### config.mk
export PLATFORM = sky130hd
export DESIGN_NAME = hazard_detect_flat
export DESIGN_NICKNAME = d
export VERILOG_FILES = /design/src/rtl/hazard_detect_pkg.sv /design/src/rtl/hazard_detect_if.sv /design/src/rtl/hazard_match.sv /design/src/rtl/hazard_detect.sv /design/src/flat_wrapper.sv
export SDC_FILE = /design/constraint.sdc
export NUM_CORES = 1
export LEC_CHECK = 0
export ABC_AREA = 1
export ABC_CLOCK_PERIOD_IN_PS = 2300
export CORE_MARGIN = 5
export CORE_UTILIZATION = 42
export CTS_BUF_LIST = sky130_fd_sc_hd__clkbuf_4 sky130_fd_sc_hd__clkbuf_8 sky130_fd_sc_hd__clkbuf_16
export DETAILED_ROUTE_END_ITERATION = 16
export GPL_TIMING_DRIVEN = 0
export PLACE_DENSITY = 0.67
export RECOVER_POWER = 25
export REMOVE_ABC_BUFFERS = 1
export SYNTH_ARGS = -nofsm -noshare
export SYNTH_HDL_FRONTEND = slang
export SYNTH_SLANG_ARGS = --single-unit
### constraint.sdc
create_clock -name clk -period 2.3 [get_ports clk]
set_input_delay 0.46 -clock clk [delete_from_list [all_inputs] [get_ports clk]]
set_output_delay 0.46 -clock clk [all_outputs]
set_load 0.005 [all_outputs]
### src/rtl/hazard_detect_pkg.sv
// ============================================================================
// Module   : hazard_detect_pkg
// Brief    : Opcode, forward-code and FSM encodings shared by the hazard unit.
// Revision : 1.0 - initial release
// ============================================================================
`default_nettype none

package hazard_detect_pkg;

    localparam int XREG_BITS = 5;
    localparam int OP_BITS   = 7;

    localparam logic [6:0] OP_LOAD   = 7'b0000011;
    localparam logic [6:0] OP_STORE  = 7'b0100011;
    localparam logic [6:0] OP_BRANCH = 7'b1100011;
    localparam logic [6:0] OP_JAL    = 7'b1101111;
    localparam logic [6:0] OP_JALR   = 7'b1100111;
    localparam logic [6:0] OP_LUI    = 7'b0110111;
    localparam logic [6:0] OP_AUIPC  = 7'b0010111;
    localparam logic [6:0] OP_RTYPE  = 7'b0110011;
    localparam logic [6:0] OP_ITYPE  = 7'b0010011;

    localparam logic [2:0] FWD_NONE    = 3'd0;
    localparam logic [2:0] FWD_EX_RS1  = 3'd1;
    localparam logic [2:0] FWD_EX_RS2  = 3'd2;
    localparam logic [2:0] FWD_MEM_RS1 = 3'd3;
    localparam logic [2:0] FWD_MEM_RS2 = 3'd4;

    localparam logic [1:0] ST_RUN     = 2'd0;
    localparam logic [1:0] ST_STALL   = 2'd1;
    localparam logic [1:0] ST_MEMWAIT = 2'd2;

    typedef struct packed {
        logic m_rs1;
        logic m_rs2;
    } match_t;

    function automatic logic writes_rd(input logic [OP_BITS-1:0] op);
        return (op != OP_STORE) && (op != OP_BRANCH);
    endfunction

    function automatic logic reads_rs1(input logic [OP_BITS-1:0] op);
        return (op != OP_LUI) && (op != OP_AUIPC) && (op != OP_JAL);
    endfunction

    function automatic logic reads_rs2(input logic [OP_BITS-1:0] op);
        return (op == OP_RTYPE) || (op == OP_STORE) || (op == OP_BRANCH);
    endfunction

endpackage

`default_nettype wire

### src/rtl/hazard_detect_if.sv
// ============================================================================
// Module   : hazard_detect_if
// Brief    : Decode-side inputs and forward/stall outputs of the hazard unit.
// Revision : 1.0 - initial release
// ============================================================================
`default_nettype none

interface hazard_detect_if #(
    parameter int XREG_W = 5,
    parameter int OP_W   = 7
);
    logic              id_valid;
    logic [OP_W-1:0]   id_op;
    logic [XREG_W-1:0] id_rs1;
    logic [XREG_W-1:0] id_rs2;
    logic [XREG_W-1:0] id_rd;
    logic              branch_taken;
    logic              mem_ready;
    logic              is_hazard1;
    logic [2:0]        hazard_reg1;
    logic              is_hazard2;
    logic [2:0]        hazard_reg2;
    logic [OP_W-1:0]   fwd_op;
    logic              stall_if;
    logic              stall_id;
    logic              bubble_ex;

    modport master (
        output id_valid, id_op, id_rs1, id_rs2, id_rd, branch_taken, mem_ready,
        input  is_hazard1, hazard_reg1, is_hazard2, hazard_reg2, fwd_op,
               stall_if, stall_id, bubble_ex
    );

    modport slave (
        input  id_valid, id_op, id_rs1, id_rs2, id_rd, branch_taken, mem_ready,
        output is_hazard1, hazard_reg1, is_hazard2, hazard_reg2, fwd_op,
               stall_if, stall_id, bubble_ex
    );
endinterface

`default_nettype wire

### src/rtl/hazard_match.sv
// ============================================================================
// Module   : hazard_match
// Brief    : Compares one in-flight producer slot against the decode operands.
// Revision : 1.0 - initial release
// ============================================================================
`default_nettype none

module hazard_match
    import hazard_detect_pkg::*;
#(
    parameter int XREG_W = XREG_BITS,
    parameter int OP_W   = OP_BITS
) (
    input  wire logic              i_slot_valid,
    input  wire logic [XREG_W-1:0] i_slot_rd,
    input  wire logic [OP_W-1:0]   i_slot_op,
    input  wire logic [OP_W-1:0]   i_cons_op,
    input  wire logic [XREG_W-1:0] i_cons_rs1,
    input  wire logic [XREG_W-1:0] i_cons_rs2,
    output match_t                 o_match
);
    logic w_live;

    // x0 is hard-wired zero, so a producer targeting it never forwards.
    always_comb begin
        w_live        = i_slot_valid && writes_rd(i_slot_op) && (i_slot_rd != '0);
        o_match.m_rs1 = w_live && reads_rs1(i_cons_op) && (i_cons_rs1 == i_slot_rd);
        o_match.m_rs2 = w_live && reads_rs2(i_cons_op) && (i_cons_rs2 == i_slot_rd);
    end

endmodule

`default_nettype wire

### src/rtl/hazard_detect.sv
// ============================================================================
// Module   : hazard_detect
// Brief    : RAW hazard tracking, forward-code generation and stall control.
// Revision : 1.0 - initial release
// ============================================================================
`default_nettype none

module hazard_detect
    import hazard_detect_pkg::*;
#(
    parameter int XREG_W = XREG_BITS,
    parameter int OP_W   = OP_BITS
) (
    input  wire logic      clk,
    input  wire logic      rst,
    hazard_detect_if.slave bus
);
    logic [1:0]        state_q, state_d, saved_q, saved_d, cnt_q, cnt_d;
    logic              d1_valid_q, d1_valid_d, d2_valid_q, d2_valid_d;
    logic [XREG_W-1:0] d1_rd_q, d1_rd_d, d2_rd_q, d2_rd_d;
    logic [OP_W-1:0]   d1_op_q, d1_op_d, d2_op_q, d2_op_d;
    logic              is_hazard1_q, is_hazard1_d, is_hazard2_q, is_hazard2_d;
    logic [2:0]        hazard_reg1_q, hazard_reg1_d, hazard_reg2_q, hazard_reg2_d;
    logic [OP_W-1:0]   fwd_op_q, fwd_op_d;

    logic [1:0]        w_slot_valid;
    logic [XREG_W-1:0] w_slot_rd [2];
    logic [OP_W-1:0]   w_slot_op [2];
    match_t            w_match   [2];
    logic              w_e1_rs1, w_e1_rs2, w_e2_rs1, w_e2_rs2;
    logic              w_load_use, w_dual1, w_dual2, w_need_stall, w_eval;
    logic [1:0]        w_stall_cnt, w_eff_state;
    logic              w_stall, w_bubble;

    assign w_slot_valid = {d2_valid_q, d1_valid_q};
    assign w_slot_rd[0] = d1_rd_q;
    assign w_slot_rd[1] = d2_rd_q;
    assign w_slot_op[0] = d1_op_q;
    assign w_slot_op[1] = d2_op_q;

    for (genvar i = 0; i < 2; i++) begin : g_match
        hazard_match #(.XREG_W(XREG_W), .OP_W(OP_W)) u_match (
            .i_slot_valid (w_slot_valid[i]),
            .i_slot_rd    (w_slot_rd[i]),
            .i_slot_op    (w_slot_op[i]),
            .i_cons_op    (bus.id_op),
            .i_cons_rs1   (bus.id_rs1),
            .i_cons_rs2   (bus.id_rs2),
            .o_match      (w_match[i])
        );
    end

    // The nearer producer owns an operand; the farther slot only sees what is left.
    assign w_e1_rs1     = w_match[0].m_rs1 && bus.id_valid;
    assign w_e1_rs2     = w_match[0].m_rs2 && bus.id_valid;
    assign w_e2_rs1     = w_match[1].m_rs1 && bus.id_valid && !w_e1_rs1;
    assign w_e2_rs2     = w_match[1].m_rs2 && bus.id_valid && !w_e1_rs2;
    assign w_load_use   = (d1_op_q == OP_LOAD) && (w_e1_rs1 || w_e1_rs2);
    assign w_dual1      = w_e1_rs1 && w_e1_rs2;
    assign w_dual2      = w_e2_rs1 && w_e2_rs2;
    assign w_need_stall = w_load_use || w_dual1 || w_dual2;
    assign w_stall_cnt  = w_dual1 ? 2'd3 : (w_dual2 ? 2'd2 : 2'd1);
    assign w_eff_state  = (state_q == ST_MEMWAIT) ? saved_q : state_q;
    assign w_eval       = (w_eff_state != ST_STALL) || (cnt_q == 2'd1);

    always_comb begin
        state_d       = state_q;
        saved_d       = saved_q;
        cnt_d         = cnt_q;
        d1_valid_d    = d1_valid_q;
        d1_rd_d       = d1_rd_q;
        d1_op_d       = d1_op_q;
        d2_valid_d    = d2_valid_q;
        d2_rd_d       = d2_rd_q;
        d2_op_d       = d2_op_q;
        is_hazard1_d  = is_hazard1_q;
        hazard_reg1_d = hazard_reg1_q;
        is_hazard2_d  = is_hazard2_q;
        hazard_reg2_d = hazard_reg2_q;
        fwd_op_d      = fwd_op_q;
        w_stall       = 1'b0;
        w_bubble      = 1'b0;
        if (!bus.mem_ready) begin
            state_d = ST_MEMWAIT;
            saved_d = w_eff_state;
            w_stall = 1'b1;
        end else begin
            d2_valid_d    = d1_valid_q;
            d2_rd_d       = d1_rd_q;
            d2_op_d       = d1_op_q;
            d1_valid_d    = 1'b0;
            d1_rd_d       = bus.id_rd;
            d1_op_d       = bus.id_op;
            is_hazard1_d  = 1'b0;
            hazard_reg1_d = FWD_NONE;
            is_hazard2_d  = 1'b0;
            hazard_reg2_d = FWD_NONE;
            fwd_op_d      = '0;
            if (bus.branch_taken) begin
                state_d  = ST_RUN;
                cnt_d    = 2'd0;
                w_bubble = 1'b1;
            end else if (w_eval && !w_need_stall) begin
                state_d       = ST_RUN;
                cnt_d         = 2'd0;
                d1_valid_d    = bus.id_valid;
                is_hazard1_d  = w_e1_rs1 || w_e1_rs2;
                hazard_reg1_d = w_e1_rs1 ? FWD_EX_RS1 : (w_e1_rs2 ? FWD_EX_RS2 : FWD_NONE);
                is_hazard2_d  = w_e2_rs1 || w_e2_rs2;
                hazard_reg2_d = w_e2_rs1 ? FWD_MEM_RS1 : (w_e2_rs2 ? FWD_MEM_RS2 : FWD_NONE);
                fwd_op_d      = (w_e2_rs1 || w_e2_rs2) ? d2_op_q : '0;
            end else begin
                state_d  = ST_STALL;
                cnt_d    = w_eval ? w_stall_cnt : (cnt_q - 2'd1);
                w_stall  = 1'b1;
                w_bubble = 1'b1;
            end
        end
    end

    always_ff @(posedge clk) begin
        if (rst) begin
            state_q       <= ST_RUN;
            saved_q       <= ST_RUN;
            cnt_q         <= 2'd0;
            d1_valid_q    <= 1'b0;
            d1_rd_q       <= '0;
            d1_op_q       <= '0;
            d2_valid_q    <= 1'b0;
            d2_rd_q       <= '0;
            d2_op_q       <= '0;
            is_hazard1_q  <= 1'b0;
            hazard_reg1_q <= FWD_NONE;
            is_hazard2_q  <= 1'b0;
            hazard_reg2_q <= FWD_NONE;
            fwd_op_q      <= '0;
        end else begin
            state_q       <= state_d;
            saved_q       <= saved_d;
            cnt_q         <= cnt_d;
            d1_valid_q    <= d1_valid_d;
            d1_rd_q       <= d1_rd_d;
            d1_op_q       <= d1_op_d;
            d2_valid_q    <= d2_valid_d;
            d2_rd_q       <= d2_rd_d;
            d2_op_q       <= d2_op_d;
            is_hazard1_q  <= is_hazard1_d;
            hazard_reg1_q <= hazard_reg1_d;
            is_hazard2_q  <= is_hazard2_d;
            hazard_reg2_q <= hazard_reg2_d;
            fwd_op_q      <= fwd_op_d;
        end
    end

    assign bus.is_hazard1  = is_hazard1_q;
    assign bus.hazard_reg1 = hazard_reg1_q;
    assign bus.is_hazard2  = is_hazard2_q;
    assign bus.hazard_reg2 = hazard_reg2_q;
    assign bus.fwd_op      = fwd_op_q;
    assign bus.stall_if    = w_stall && !rst;
    assign bus.stall_id    = w_stall && !rst;
    assign bus.bubble_ex   = w_bubble && !rst;

endmodule

`default_nettype wire

### src/flat_wrapper.sv
// flat-port wrapper written by rule: the top's interface ports become plain ports
module hazard_detect_flat import hazard_detect_pkg::*;
#(
    parameter int XREG_W = XREG_BITS,
    parameter int OP_W   = OP_BITS
)
  (clk, rst, bus_id_valid, bus_id_op, bus_id_rs1, bus_id_rs2, bus_id_rd, bus_branch_taken, bus_mem_ready, bus_is_hazard1, bus_hazard_reg1, bus_is_hazard2, bus_hazard_reg2, bus_fwd_op, bus_stall_if, bus_stall_id, bus_bubble_ex);
  hazard_detect_if #(.XREG_W(XREG_W), .OP_W(OP_W)) bus_i ();
  input  wire logic clk;
  input  wire logic rst;
  input wire logic [$bits(bus_i.id_valid)-1:0] bus_id_valid;
  input wire logic [$bits(bus_i.id_op)-1:0] bus_id_op;
  input wire logic [$bits(bus_i.id_rs1)-1:0] bus_id_rs1;
  input wire logic [$bits(bus_i.id_rs2)-1:0] bus_id_rs2;
  input wire logic [$bits(bus_i.id_rd)-1:0] bus_id_rd;
  input wire logic [$bits(bus_i.branch_taken)-1:0] bus_branch_taken;
  input wire logic [$bits(bus_i.mem_ready)-1:0] bus_mem_ready;
  output wire logic [$bits(bus_i.is_hazard1)-1:0] bus_is_hazard1;
  output wire logic [$bits(bus_i.hazard_reg1)-1:0] bus_hazard_reg1;
  output wire logic [$bits(bus_i.is_hazard2)-1:0] bus_is_hazard2;
  output wire logic [$bits(bus_i.hazard_reg2)-1:0] bus_hazard_reg2;
  output wire logic [$bits(bus_i.fwd_op)-1:0] bus_fwd_op;
  output wire logic [$bits(bus_i.stall_if)-1:0] bus_stall_if;
  output wire logic [$bits(bus_i.stall_id)-1:0] bus_stall_id;
  output wire logic [$bits(bus_i.bubble_ex)-1:0] bus_bubble_ex;
  assign bus_i.id_valid = bus_id_valid;
  assign bus_i.id_op = bus_id_op;
  assign bus_i.id_rs1 = bus_id_rs1;
  assign bus_i.id_rs2 = bus_id_rs2;
  assign bus_i.id_rd = bus_id_rd;
  assign bus_i.branch_taken = bus_branch_taken;
  assign bus_i.mem_ready = bus_mem_ready;
  assign bus_is_hazard1 = bus_i.is_hazard1;
  assign bus_hazard_reg1 = bus_i.hazard_reg1;
  assign bus_is_hazard2 = bus_i.is_hazard2;
  assign bus_hazard_reg2 = bus_i.hazard_reg2;
  assign bus_fwd_op = bus_i.fwd_op;
  assign bus_stall_if = bus_i.stall_if;
  assign bus_stall_id = bus_i.stall_id;
  assign bus_bubble_ex = bus_i.bubble_ex;
  hazard_detect #(.XREG_W(XREG_W), .OP_W(OP_W)) u_core (.clk(clk), .rst(rst), .bus(bus_i));
endmodule
==> impl_metrics.csv <==
group,metric,value,unit
status,outcome,"finished with violations",
status,violations,"setup timing",
power_and_ir_drop,net_switching_power_of_the_design,462,uW
logic_synthesis,synth_xor_xnor_area_share,1.15,%
cts,root_buffer,"sky130_fd_sc_hd__clkbuf_8",
worst_setup_path,timing.critical_path.mode_cell,"sky130_fd_sc_hd__nand3_1",
timing,fin_ws,-0.171,ns
final_layout,layout.nets,450,
grt,grt_start_max_net_pins,15,
timing,tightest_slew,0.546,ns
cts,clk-insertion-delay-late,0.31,ns
timing,final.setup_skew,0.00400,ns
die,design.core.area,0.00517,mm^2
worst_setup_path,critical-path-slowest-cell,"sky130_fd_sc_hd__clkdlybuf4s15_2",
final_layout,antenna_cells,0,
logic_synthesis,post_synth_main_area_contributors,"sky130_fd_sc_hd__dfxtp_1 40%, sky130_fd_sc_hd__nand2_1 18%, sky130_fd_sc_hd__inv_1 6.8%",
placed_design,place.detailed.hpwl,4270,um
timing,timing.final.setup_violations,4,
drt,vias_per_cell,5.00,
logic_synthesis,synth-main-ff-cell,"sky130_fd_sc_hd__dfxtp_1",
drt,count_of_nets_left_with_antenna_violations_after_detail_routing,0,
die,floorplan.initialDensity,44.0,%
power_and_ir_drop,power_density,484,mW/mm^2
power_and_ir_drop,cellInternalPower,1160,uW
power_and_ir_drop,vdd_drop_max,0.277,mV
worst_setup_path,worst_setup_path_endpoint,"bus_stall_id",
worst_setup_path,cp_data_required_time,1.84,ns
worst_setup_path,crit_chain,"clkdlybuf4s15_2 -> inv_2 -> a21oi_2 -> nand3_1 -> nor2_1 -> nand3_1 -> nor2_4 -> nand2_4 -> buf_4 -> nand3_4 -> nand3_2 -> nand2_2 -> buf_2",
drt,wl_per_cell,14.7,um
placed_design,post_dp_cell_area,0.00275,mm^2
cts,clock_tree.htree_level_count,2,
grt,globalRoute.totalOverflow,0,
worst_hold_path,worstHoldPathType,"input port to register",
timing,grt_setup_unrepaired,"true",
timing,max_freq,405,MHz
logic_synthesis,adder_and_majority_gate_portion_of_the_synthesized_area,0.550,%
timing,timing.final.hold_violations,0,
timing,final-max-slew-violation-count,0,
die,io_pins,45,
worst_setup_path,crit_arrival,2.01,ns
worst_setup_path,worst-r2r-setup-slack,-0.04,ns
logic_synthesis,synth-seq-cells,45,
die,rows,26,
logic_synthesis,largest_family_of_logic_cells_by_synthesized_area,"simple AND/OR/NAND/NOR gates",
logic_synthesis,synth.top_cell.area_share,39.6,%
drt,detail_route.wirelength,7220,um
logic_synthesis,synthMuxAreaShare,0,%
cts,cts.sink_count,45,
grt,first_global_vias,2435,
logic_synthesis,synth_top_area_cell,"sky130_fd_sc_hd__dfxtp_1",
cts,tritoncts,"done",
final_layout,filler_cell_count,452,
logic_synthesis,postSynthCellCount,337,
final_layout,ff_latch_area,921,um^2
cts,ctsLongestPathBuffers,2,
power_and_ir_drop,netSwitchingFraction,28.5,%
die,overall_die_height,83.6,um
logic_synthesis,synth_area_per_cell,6.75,um^2
grt,number_of_antenna_violations_at_the_first_check_in_global_routing,0,
final_layout,multiInputGateArea,0.00135,mm^2
power_and_ir_drop,power_frac_clock,31.9,%
logic_synthesis,synthArstFlopShare,0,%
worst_setup_path,reg2reg_to,"u_core.bus.hazard_reg2[1]",
final_layout,layout.cell_area.non_filler,0.00335,mm^2
worst_setup_path,r2r_cells,19,
run,drv_cap,0,
final_layout,drive_above_1_share,37.9,%
cts,post_cts_clock_slew_at_the_launch_and_capture_registers_of_the_worst_setup_and_hold_paths,0.09,ns
logic_synthesis,yosysSeqAreaShare,39.6,%
worst_setup_path,timing.rr.start,"u_core.d1_rd_q[2]",
drt,via_count,2462,
power_and_ir_drop,seq_power_share,50.6,%
final_layout,finalCoreUtilization,64.8,%
drt,route.detailed.drc,0,
worst_setup_path,worstPathMaxFanout,6,
placed_design,buffer_ports.inserted,43,
drt,detailedRoute.firstIterationViolations,133,
die,total_die_area,0.00699,mm^2
power_and_ir_drop,totalPowerFinal,1620,uW
timing,worst_hold_margin,0.383,ns
timing,max-slew-margin-rel,63.5,%
cts,tritoncts.num_buffers,5,
logic_synthesis,synth_compound_gate_area_share,10.6,%
logic_synthesis,post_synth_and_or_nand_nor_area_fraction,37.4,%
logic_synthesis,yosys_warnings,0,
grt,grt.total_usage,20.6,%
logic_synthesis,mappedNetlistArea,0.00228,mm^2
power_and_ir_drop,power_frac_comb,17.5,%
worst_setup_path,worstSetupPathType,"input port to output port",
power_and_ir_drop,leakagePower,0.00152,uW
worst_setup_path,cp-startpoint,"bus_id_valid",
logic_synthesis,yosysUniqueCellTypes,35,
grt,wire_length_of_the_first_global_routing_pass,11600,um
worst_setup_path,worstSetupEndpointType,"output port",
final_layout,synthToLayoutAreaGrowth,47.2,%
worst_setup_path,critPathMaxStageDelay,0.27,ns
timing,final.period_utilization,107,%
drt,drt_pre_antenna_iters,4,
die,die_w,83.6,um
timing,timing.final.crit_period,2.47,ns
worst_setup_path,critPathLaunchType,"input port",
logic_synthesis,number_of_enable_type_register_cells_in_the_synthesized_netlist,0,
cts,postCtsHoldBufs,0,
placed_design,globalplace.congestion,0.864,
==> state kept, by name (all words and copies together), names as in the netlist, 2 cells and up <==
register and count:
u_core.bus.fwd_op 7, u_core.d1_op_q 7, u_core.d2_op_q 7, u_core.d1_rd_q 5, u_core.d2_rd_q 5, u_core.bus.hazard_reg1 2, u_core.bus.hazard_reg2 2, u_core.cnt_q 2
u_core.saved_q 2, u_core.state_q 2
==> worst min-delay path by stage <==
stage | start | end | slack [ns] | cells after the start
2_1_floorplan | u_core.saved_q[1] | u_core.saved_q[1] | 0.42 | 2
3_3_place_gp | u_core.bus.is_hazard1 | u_core.bus.is_hazard1 | 0.44 | 2
3_5_place_dp | u_core.bus.fwd_op[2] | u_core.bus.fwd_op[2] | 0.44 | 2
4_1_cts | bus_id_op[0] | u_core.d1_op_q[0] | 0.38 | 3
5_1_grt | bus_id_op[0] | u_core.d1_op_q[0] | 0.41 | 3
6_report | bus_id_op[0] | u_core.d1_op_q[0] | 0.38 | 3
==> cell type report <==
cell class	instances	share of cell area, %
repair buffers	85	20.2
clock buffers	6	2.47
multi-input cells	232	40.4
inverters	52	6.46
well taps	70	2.61
repair inverters	1	0.149
flip-flops and latches	45	27.5
clock inverters	1	0.224
==> layout by cell type, fill, tap and decap left out, types with 6 or more instances in the layout <==
cell type / count
sky130_fd_sc_hd__nand2_1: 86
sky130_fd_sc_hd__nand3_1: 13
sky130_fd_sc_hd__inv_2: 10
sky130_fd_sc_hd__inv_1: 33
sky130_fd_sc_hd__o22ai_1: 10
sky130_fd_sc_hd__dfxtp_1: 37
sky130_fd_sc_hd__nand2_4: 6
sky130_fd_sc_hd__o21ai_0: 20
sky130_fd_sc_hd__nor2_2: 7
sky130_fd_sc_hd__buf_4: 39
sky130_fd_sc_hd__clkdlybuf4s50_1: 22
sky130_fd_sc_hd__nor2_4: 12
sky130_fd_sc_hd__buf_2: 14
sky130_fd_sc_hd__nor2_1: 14
sky130_fd_sc_hd__nand4_1: 9
sky130_fd_sc_hd__nand2_2: 22
sky130_fd_sc_hd__clkbuf_8: 6
==> worst max-delay path, delay by kind of cell <==
family | cells | cell delay (ns)
AOI/OAI and AO/OA | 1 | 0.15
and+or+nand+nor | 8 | 0.80
buffers and inverters | 4 | 0.60
==> logic make-up (layout without fill, tap and decap cells) <==
kind of cell / count (synthesis) / count (layout)
AO/OA/AOI/OAI: 41 / 41
XOR/XNOR: 3 / 3
adder cells (fa/ha/maj): 1 / 1
buffers and inverters: 61 / 145
flip-flops: 45 / 45
other: 1 / 1
AND/OR/NAND/NOR: 185 / 186
==> cell usage after synthesis (2+ instances only) <==
cell                         n
sky130_fd_sc_hd__nor2_1     23
sky130_fd_sc_hd__o21ai_1     3
sky130_fd_sc_hd__nand4_1     9
sky130_fd_sc_hd__o22ai_1    10
sky130_fd_sc_hd__nor2_2      7
sky130_fd_sc_hd__buf_4       3
sky130_fd_sc_hd__dfxtp_1    45
sky130_fd_sc_hd__inv_1      41
sky130_fd_sc_hd__nand3_1    18
sky130_fd_sc_hd__a21oi_1     2
sky130_fd_sc_hd__nor3_1      5
sky130_fd_sc_hd__nor2_4      2
sky130_fd_sc_hd__nand2_2     5
sky130_fd_sc_hd__clkbuf_1    6
sky130_fd_sc_hd__inv_2       9
sky130_fd_sc_hd__clkinv_1    2
sky130_fd_sc_hd__xnor2_1     2
sky130_fd_sc_hd__nand2_1   108
sky130_fd_sc_hd__o21ai_0    21
==> metal layers <==
metal,share of wire (%),global-route usage (%),vias up
li1,-,-,1234
met1,42,24.2,1128
met4,2.3,8.77,0
met3,4.9,3.85,18
met5,0,0,-
met2,51,36.3,82
==> timing repair <==
| action | in CTS | in global routing |
|---|---|---|
| resized for setup | 131 | 31 |
| setup buffers | 42 | 6 |
| cloned | 2 | 0 |
| pin swaps | 40 | 16 |
| setup endpoints to repair | 45 | 10 |
==> through the flow <==
step	instances	setup TNS, ns	setup slack (ns)
6_report	492	-0.421	-0.171
5_1_grt	492	-0.826	-0.242
4_1_cts	487	-0.311	-0.105
3_5_place_dp	441	-29.30	-1.18
3_3_place_gp	441	-41.55	-1.80
2_1_floorplan	328	-0.0297	-0.0148
==> power by group through the flow <==
stage / clock (uW) / sequential, uW / combinational (uW)
global placement: 0 / 834 / 203
CTS: 525 / 819 / 259
detailed placement: 0 / 834 / 205
floorplan: 0 / 830 / 112
global route: 558 / 824 / 309
finish: 518 / 821 / 283
Power figures use the tool's default switching activity.
==> patch 1, RTL diff (same settings) <==
`OP_BITS`: 7 -> 8.
--- a/src/rtl/hazard_detect_pkg.sv
+++ b/src/rtl/hazard_detect_pkg.sv
@@ -8,7 +8,7 @@
 package hazard_detect_pkg;
 
     localparam int XREG_BITS = 5;
-    localparam int OP_BITS   = 7;
+    localparam int OP_BITS   = 8;
 
     localparam logic [6:0] OP_LOAD   = 7'b0000011;
     localparam logic [6:0] OP_STORE  = 7'b0100011;
Interface: changed (resized bus_fwd_op and bus_id_op); port bits go from 45 to 47. No check against the original RTL was run, so the function may have changed too.
==> patch 1 against the original RTL <==
  * The run still ends with negative setup slack left
  * First-iteration DRC count down 14%
  * Critical path depth down 8
  * Synthesized area up 5.6%
  * Global-route usage down 2.0 points
  * Setup slack better by 0.035 ns
  * Maximum frequency up 1.5%
  * Total power up 6.4%
  * Sequential cell count up 3
  * Count of clock-buffer cells in the layout unchanged
  * Routed wire length down 6.2%
  * Design area up 1.2%
==> patch 1: results (changes against the original RTL) <==
- The run finished, with violations left.
- The checks that failed: negative setup slack.
- The worst clock skew on the final layout is 0.00760 ns (+0.00360 ns).
- The worst reg2reg path depth is 17 (-2).
- The placed instance area was 2890 sq um (+4.9%).
- The switching power summed over all nets came to 0.000434 W (-6.2%).
- The pin count of the biggest net entering global routing was 18 (+3).
- The total number of nets in the final design was 466 (+3.6%).
- The global placement routability congestion came to 0.830 (-3.9%).
- The routed metal-1 wirelength came to 2.80 mm (-6.9%).
- On the critical path, the stage with the largest delay is an instance of sky130_fd_sc_hd__clkdlybuf4s50_1.
- The via count of the first global-routing pass was 2,419 (-0.66%).
- The peak per-stage delay on the critical path came to 0.60 ns (+0.33 ns).
- Ranked by instance count, the synthesized netlist is headed by sky130_fd_sc_hd__nand2_1, sky130_fd_sc_hd__dfxtp_1, sky130_fd_sc_hd__inv_1, sky130_fd_sc_hd__nor2_1, sky130_fd_sc_hd__o21ai_0.
- The post-cts repair resize count came to 80 (-39%).
- The maximum fanout encountered on the critical timing path is 17 (+11).
- The final HPWL from detailed placement is 4.28 mm (+0.23%).
- The number of input and output port buffers inserted is 45 (+4.7%).
- The dominant delay contributor by cell family on the critical path is buffers and inverters.
- The transition time at the pin with the least slew margin came to 0.634 ns (+0.0880 ns).
- The via total after detailed routing is 2,525 (+2.6%).
- The startpoint identified for the worst register-to-register timing path is u_core.d1_op_q[3]$_SDFFE_PP0P_.
- The final setup violation count is 4 (unchanged).
- The share of total power in the clock network is 35.1% (+3.2 points).
- The synthesized-area fraction occupied by ao, oa, aoi and oai cells came to 11.7% (+1.1 points).
- The buffer count from post-CTS setup fixing was 27 (-36%).
- The worst setup margin is -0.135 ns (+0.0355 ns).
- The global-route usage over all layers is 18.5% (-2.0 points).
- The distinct cell type count after synthesis is 32 (-8.6%).
- By area the synthesized netlist is led by sky130_fd_sc_hd__dfxtp_1, sky130_fd_sc_hd__nand2_1, sky130_fd_sc_hd__inv_1.
- The routed wire length per instance is 13.3 um (-9.5%).
- The portion of the post-synthesis area used by sequential elements came to 40.0% (+0.42 points).
## patch 1: metrics by stage
| stage | std cells | setup slack (ns) | hold slack (ns) | TNS (ns) | total power (W) |
|---|---|---|---|---|---|
| floorplan | 349 | -0.0415 | 0.423 | -0.0831 | 0.00100 |
| detailed placement | 466 | -1.45 | 0.438 | -24.47 | 0.00110 |
| global placement | 466 | -2.05 | 0.435 | -40.43 | 0.00110 |
| finish | 510 | -0.135 | 0.411 | -0.375 | 0.00173 |
| CTS | 503 | -0.0840 | 0.456 | -0.242 | 0.00173 |
| global route | 510 | -0.280 | 0.437 | -0.970 | 0.00181 |
## patch 1: final cells by class
class / count / area [sq um]
fillers: 508 / 2150
multi-input cells: 253 / 1340
flip-flops and latches: 48 / 971
repair buffers: 79 / 677
inverters: 49 / 195
well taps: 72 / 90.1
clock buffers: 6 / 76.3
clock inverters: 2 / 35.0
repair inverters: 1 / 5.00
==> patch 2, RTL diff (config.mk and constraints unchanged) <==
Made on the original files. Make the reset (`rst`) asynchronous in one clocked block.
--- a/src/rtl/hazard_detect.sv
+++ b/src/rtl/hazard_detect.sv
@@ -118,7 +118,7 @@
         end
     end
 
-    always_ff @(posedge clk) begin
+    always_ff @(posedge clk or posedge rst) begin
         if (rst) begin
             state_q       <= ST_RUN;
             saved_q       <= ST_RUN;
Function: differs if rst is asserted again (counterexample within 4 cycles, from zero or initial values and one cycle with rst high); with rst held inactive, the same outputs for 10 cycles.
==> patch 2 against the original RTL <==
  * The flow still finishes with violations (negative setup slack)
  * Utilization fell by 10 points
  * Setup slack improved by 0.073 ns
  * Maximum frequency rose by 3.0%
  * Total power rose by 3.2%
  * Synthesized area rose by 11%
  * Design area fell by 4.2%
  * Sequential cell count did not move
  * Routed wire length fell by 21%
  * Largest cell class unchanged
==> patch 2: results (changes against the original RTL) <==
- The number of synthesis warnings is 0 (unchanged).
- The portion of the post-synthesis area used by sequential elements was 44.6% (+5.1 points).
- The main flop type after synthesis is sky130_fd_sc_hd__dfrtp_1.
- The switching power summed over all nets was 0.000501 W (+8.3%).
- The worst setup margin is -0.0978 ns (+0.0728 ns).
- The share of layout cells above drive strength 1 is 20.1% (-18 points).
- The final setup violation count is 3 (-1).
- The total negative slack for setup checks is -0.232 ns (+0.189 ns).
- The proportion of register bits with asynchronous set or reset after synthesis is 100% (+100 points).
- The final HPWL from detailed placement is 4.19 mm (-1.8%).
- The endpoint arrival time on the critical path is 1.94 ns (-0.07 ns).
- The minimum setup slack after placement is -1.83 ns (-0.650 ns).
- The critical path class is reg -> out.
- The worst-case clock buffer depth was 2 (unchanged).
- The combinational share of power is between 15 and 20%.
- The insertion delay of the later-clocked pin in the worst-skew pair is 0.30 ns.
- The number of search-and-repair iterations in the first detailed-routing pass came to 4 (unchanged).
- The worst register-to-register path begins at u_core.d1_rd_q[3]$_DFFE_PP0P_.
- In the post-synthesis netlist, the biggest area contributors are sky130_fd_sc_hd__dfrtp_1, sky130_fd_sc_hd__nand2_1, sky130_fd_sc_hd__inv_1.
- The leakage power was 1.63 nW (+7.2%).
- The global-route wire length before repair is 9.77 mm (-16%).
- The share of total power in the clock network was 29.6% (-2.3 points).
- After synthesis, the most frequently instantiated cells are sky130_fd_sc_hd__nand2_1, sky130_fd_sc_hd__dfrtp_1, sky130_fd_sc_hd__inv_1, sky130_fd_sc_hd__nor2_1, sky130_fd_sc_hd__o21ai_0.
- The number of antenna violations at the first check in global routing came to 0 (unchanged).
- The via density per instance was 4.71 (-6.0%).
- The global-route usage over all layers is 16.1% (-4.5 points).
- The maximum fanout encountered on the critical timing path came to 5 (-1).
- The number of cells after detailed placement is 457 (+3.6%).
- The via total after detailed routing was 2,249 (-8.7%).
- The slack of the worst reg-to-reg path was 0.16 ns (+0.20 ns).
- The wire length reported by the detailed router is 5.68 mm (-21%).
- The path class of the tightest hold or removal check is reg -> reg.
- The global placement routability congestion is 0.856 (-0.89%).
- The total number of nets in the final design is 430 (-4.4%).
- The via count of the first global-routing pass came to 2,229 (-8.5%).
- The number of input and output port buffers inserted was 43 (unchanged).
- The placed instance area was 3000 sq um (+9.0%).
- The flow ran to the end, but the final reports show violations.
- The worst-case headroom to the max-slew limit is 59.4% (-4.2 points).
- The checks that failed: negative setup slack.
- The distinct cell type count after synthesis is 31 (-11%).
- The initial DRC count is 92 (-31%).
- The average instance area after synthesis was 7.19 sq um (+6.4%).
- The number of buffers inserted during clock tree synthesis is 5 (unchanged).
- The clock-pin slew on the worst setup and hold paths was 0.09 ns (about the same).
- The worst clock skew on the final layout was 0.00461 ns (+0.000611 ns).
- The startpoint identified for the worst hold timing path is u_core.bus.fwd_op[1]$_DFFE_PP0P_.
- The peak ir drop on the vdd network came to 0.273 mV (-1.3%).
- The pin count of the biggest net entering global routing came to 46 (+31).
- The number of inserted diodes was 0 (unchanged).
- The CTS H-tree depth came to 2 (unchanged).
- CTS placed an instance of sky130_fd_sc_hd__clkbuf_8 at the clock tree root.
patch 2: changes by cell type in the layout (fill, tap and decap cells not counted), sizes merged, moves of 4 or more:
cell	unedited run	this run
buf	56	17
clkbuf	9	5
dfrtp	0	45
dfxtp	45	0
dlygate4sd2	0	15
inv	48	43
nand2	114	144
nand4	9	2
nor3	6	2
o22ai	10	1
patch 2: kinds of logic (layout without fill, tap and decap cells):
kind of cell	after synthesis	count (layout)	synth area share (%)
xor gates and xnor gates	3	3	1.04
buffers and inverters	57	109	9.28
other	1	1	0.149
DFF	45	45	44.6
and+or+nand+nor	209	209	37.2
AOI/OAI and AO/OA	35	35	7.24
adders and majority gates	1	1	0.496
patch 2: final cells by class:
cell class,count,area (sq um)
well taps,75,93.8
fillers,589,2680
multi-input cells,249,1210
flip-flops and latches,45,1130
inverters,44,169
repair buffers,56,507
clock inverters,3,21.3
clock buffers,5,68.8
repair inverters,1,5.00
patch 2: worst paths after layout:
check,end,depth (start not counted)
max,bus_stall_id,12
min,u_core.bus.fwd_op[1]$_DFFE_PP0P_,2
max reg2reg,u_core.bus.is_hazard1$_DFFE_PP0P_,14
min reg2reg,u_core.bus.fwd_op[1]$_DFFE_PP0P_,2
max in group asynchronous,u_core.d1_rd_q[0]$_DFFE_PP0P_,3
min in group asynchronous,u_core.d2_rd_q[2]$_DFFE_PP0P_,2
patch 2: critical path: stages (launching register included):
cell and delay (ns):
sky130_fd_sc_hd__dfrtp_1 0.43, sky130_fd_sc_hd__inv_2 0.08, sky130_fd_sc_hd__nand2_1 0.06, sky130_fd_sc_hd__nand2_1 0.06
sky130_fd_sc_hd__nor2_2 0.13, sky130_fd_sc_hd__buf_4 0.13, sky130_fd_sc_hd__nand4_1 0.11, sky130_fd_sc_hd__nor2_2 0.15
sky130_fd_sc_hd__nor2_2 0.07, sky130_fd_sc_hd__nand3_4 0.11, sky130_fd_sc_hd__nand2_2 0.05, sky130_fd_sc_hd__a21oi_2 0.12
sky130_fd_sc_hd__buf_2 0.13
patch 2: repair_timing:
action | CTS | global route
endpoints found under the setup margin | 32 | 3
buffers inserted | 10 | 2
pin swaps | 24 | 7
cloned | 1 | 0
gates resized for setup | 59 | 6
patch 2: metal layers:
| layer | global-route usage, % | wire length, um | vias to the layer above |
|---|---|---|---|
| met2 | 28.6 | 2860 | 37 |
| met4 | 4.04 | 60 | 0 |
| met3 | 3.22 | 270 | 5 |
| met5 | 0 | 0 | - |
| met1 | 19.8 | 2490 | 1034 |
| li1 | - | - | 1173 |
patch 2: per-stage QoR:
step                      hold WS (ns)  power, W
after detailed placement         0.465   0.00118
after floorplan                  0.443   0.00106
after CTS                        0.490   0.00170
after global placement           0.462   0.00117
after global routing             0.505   0.00178
final                            0.483   0.00167
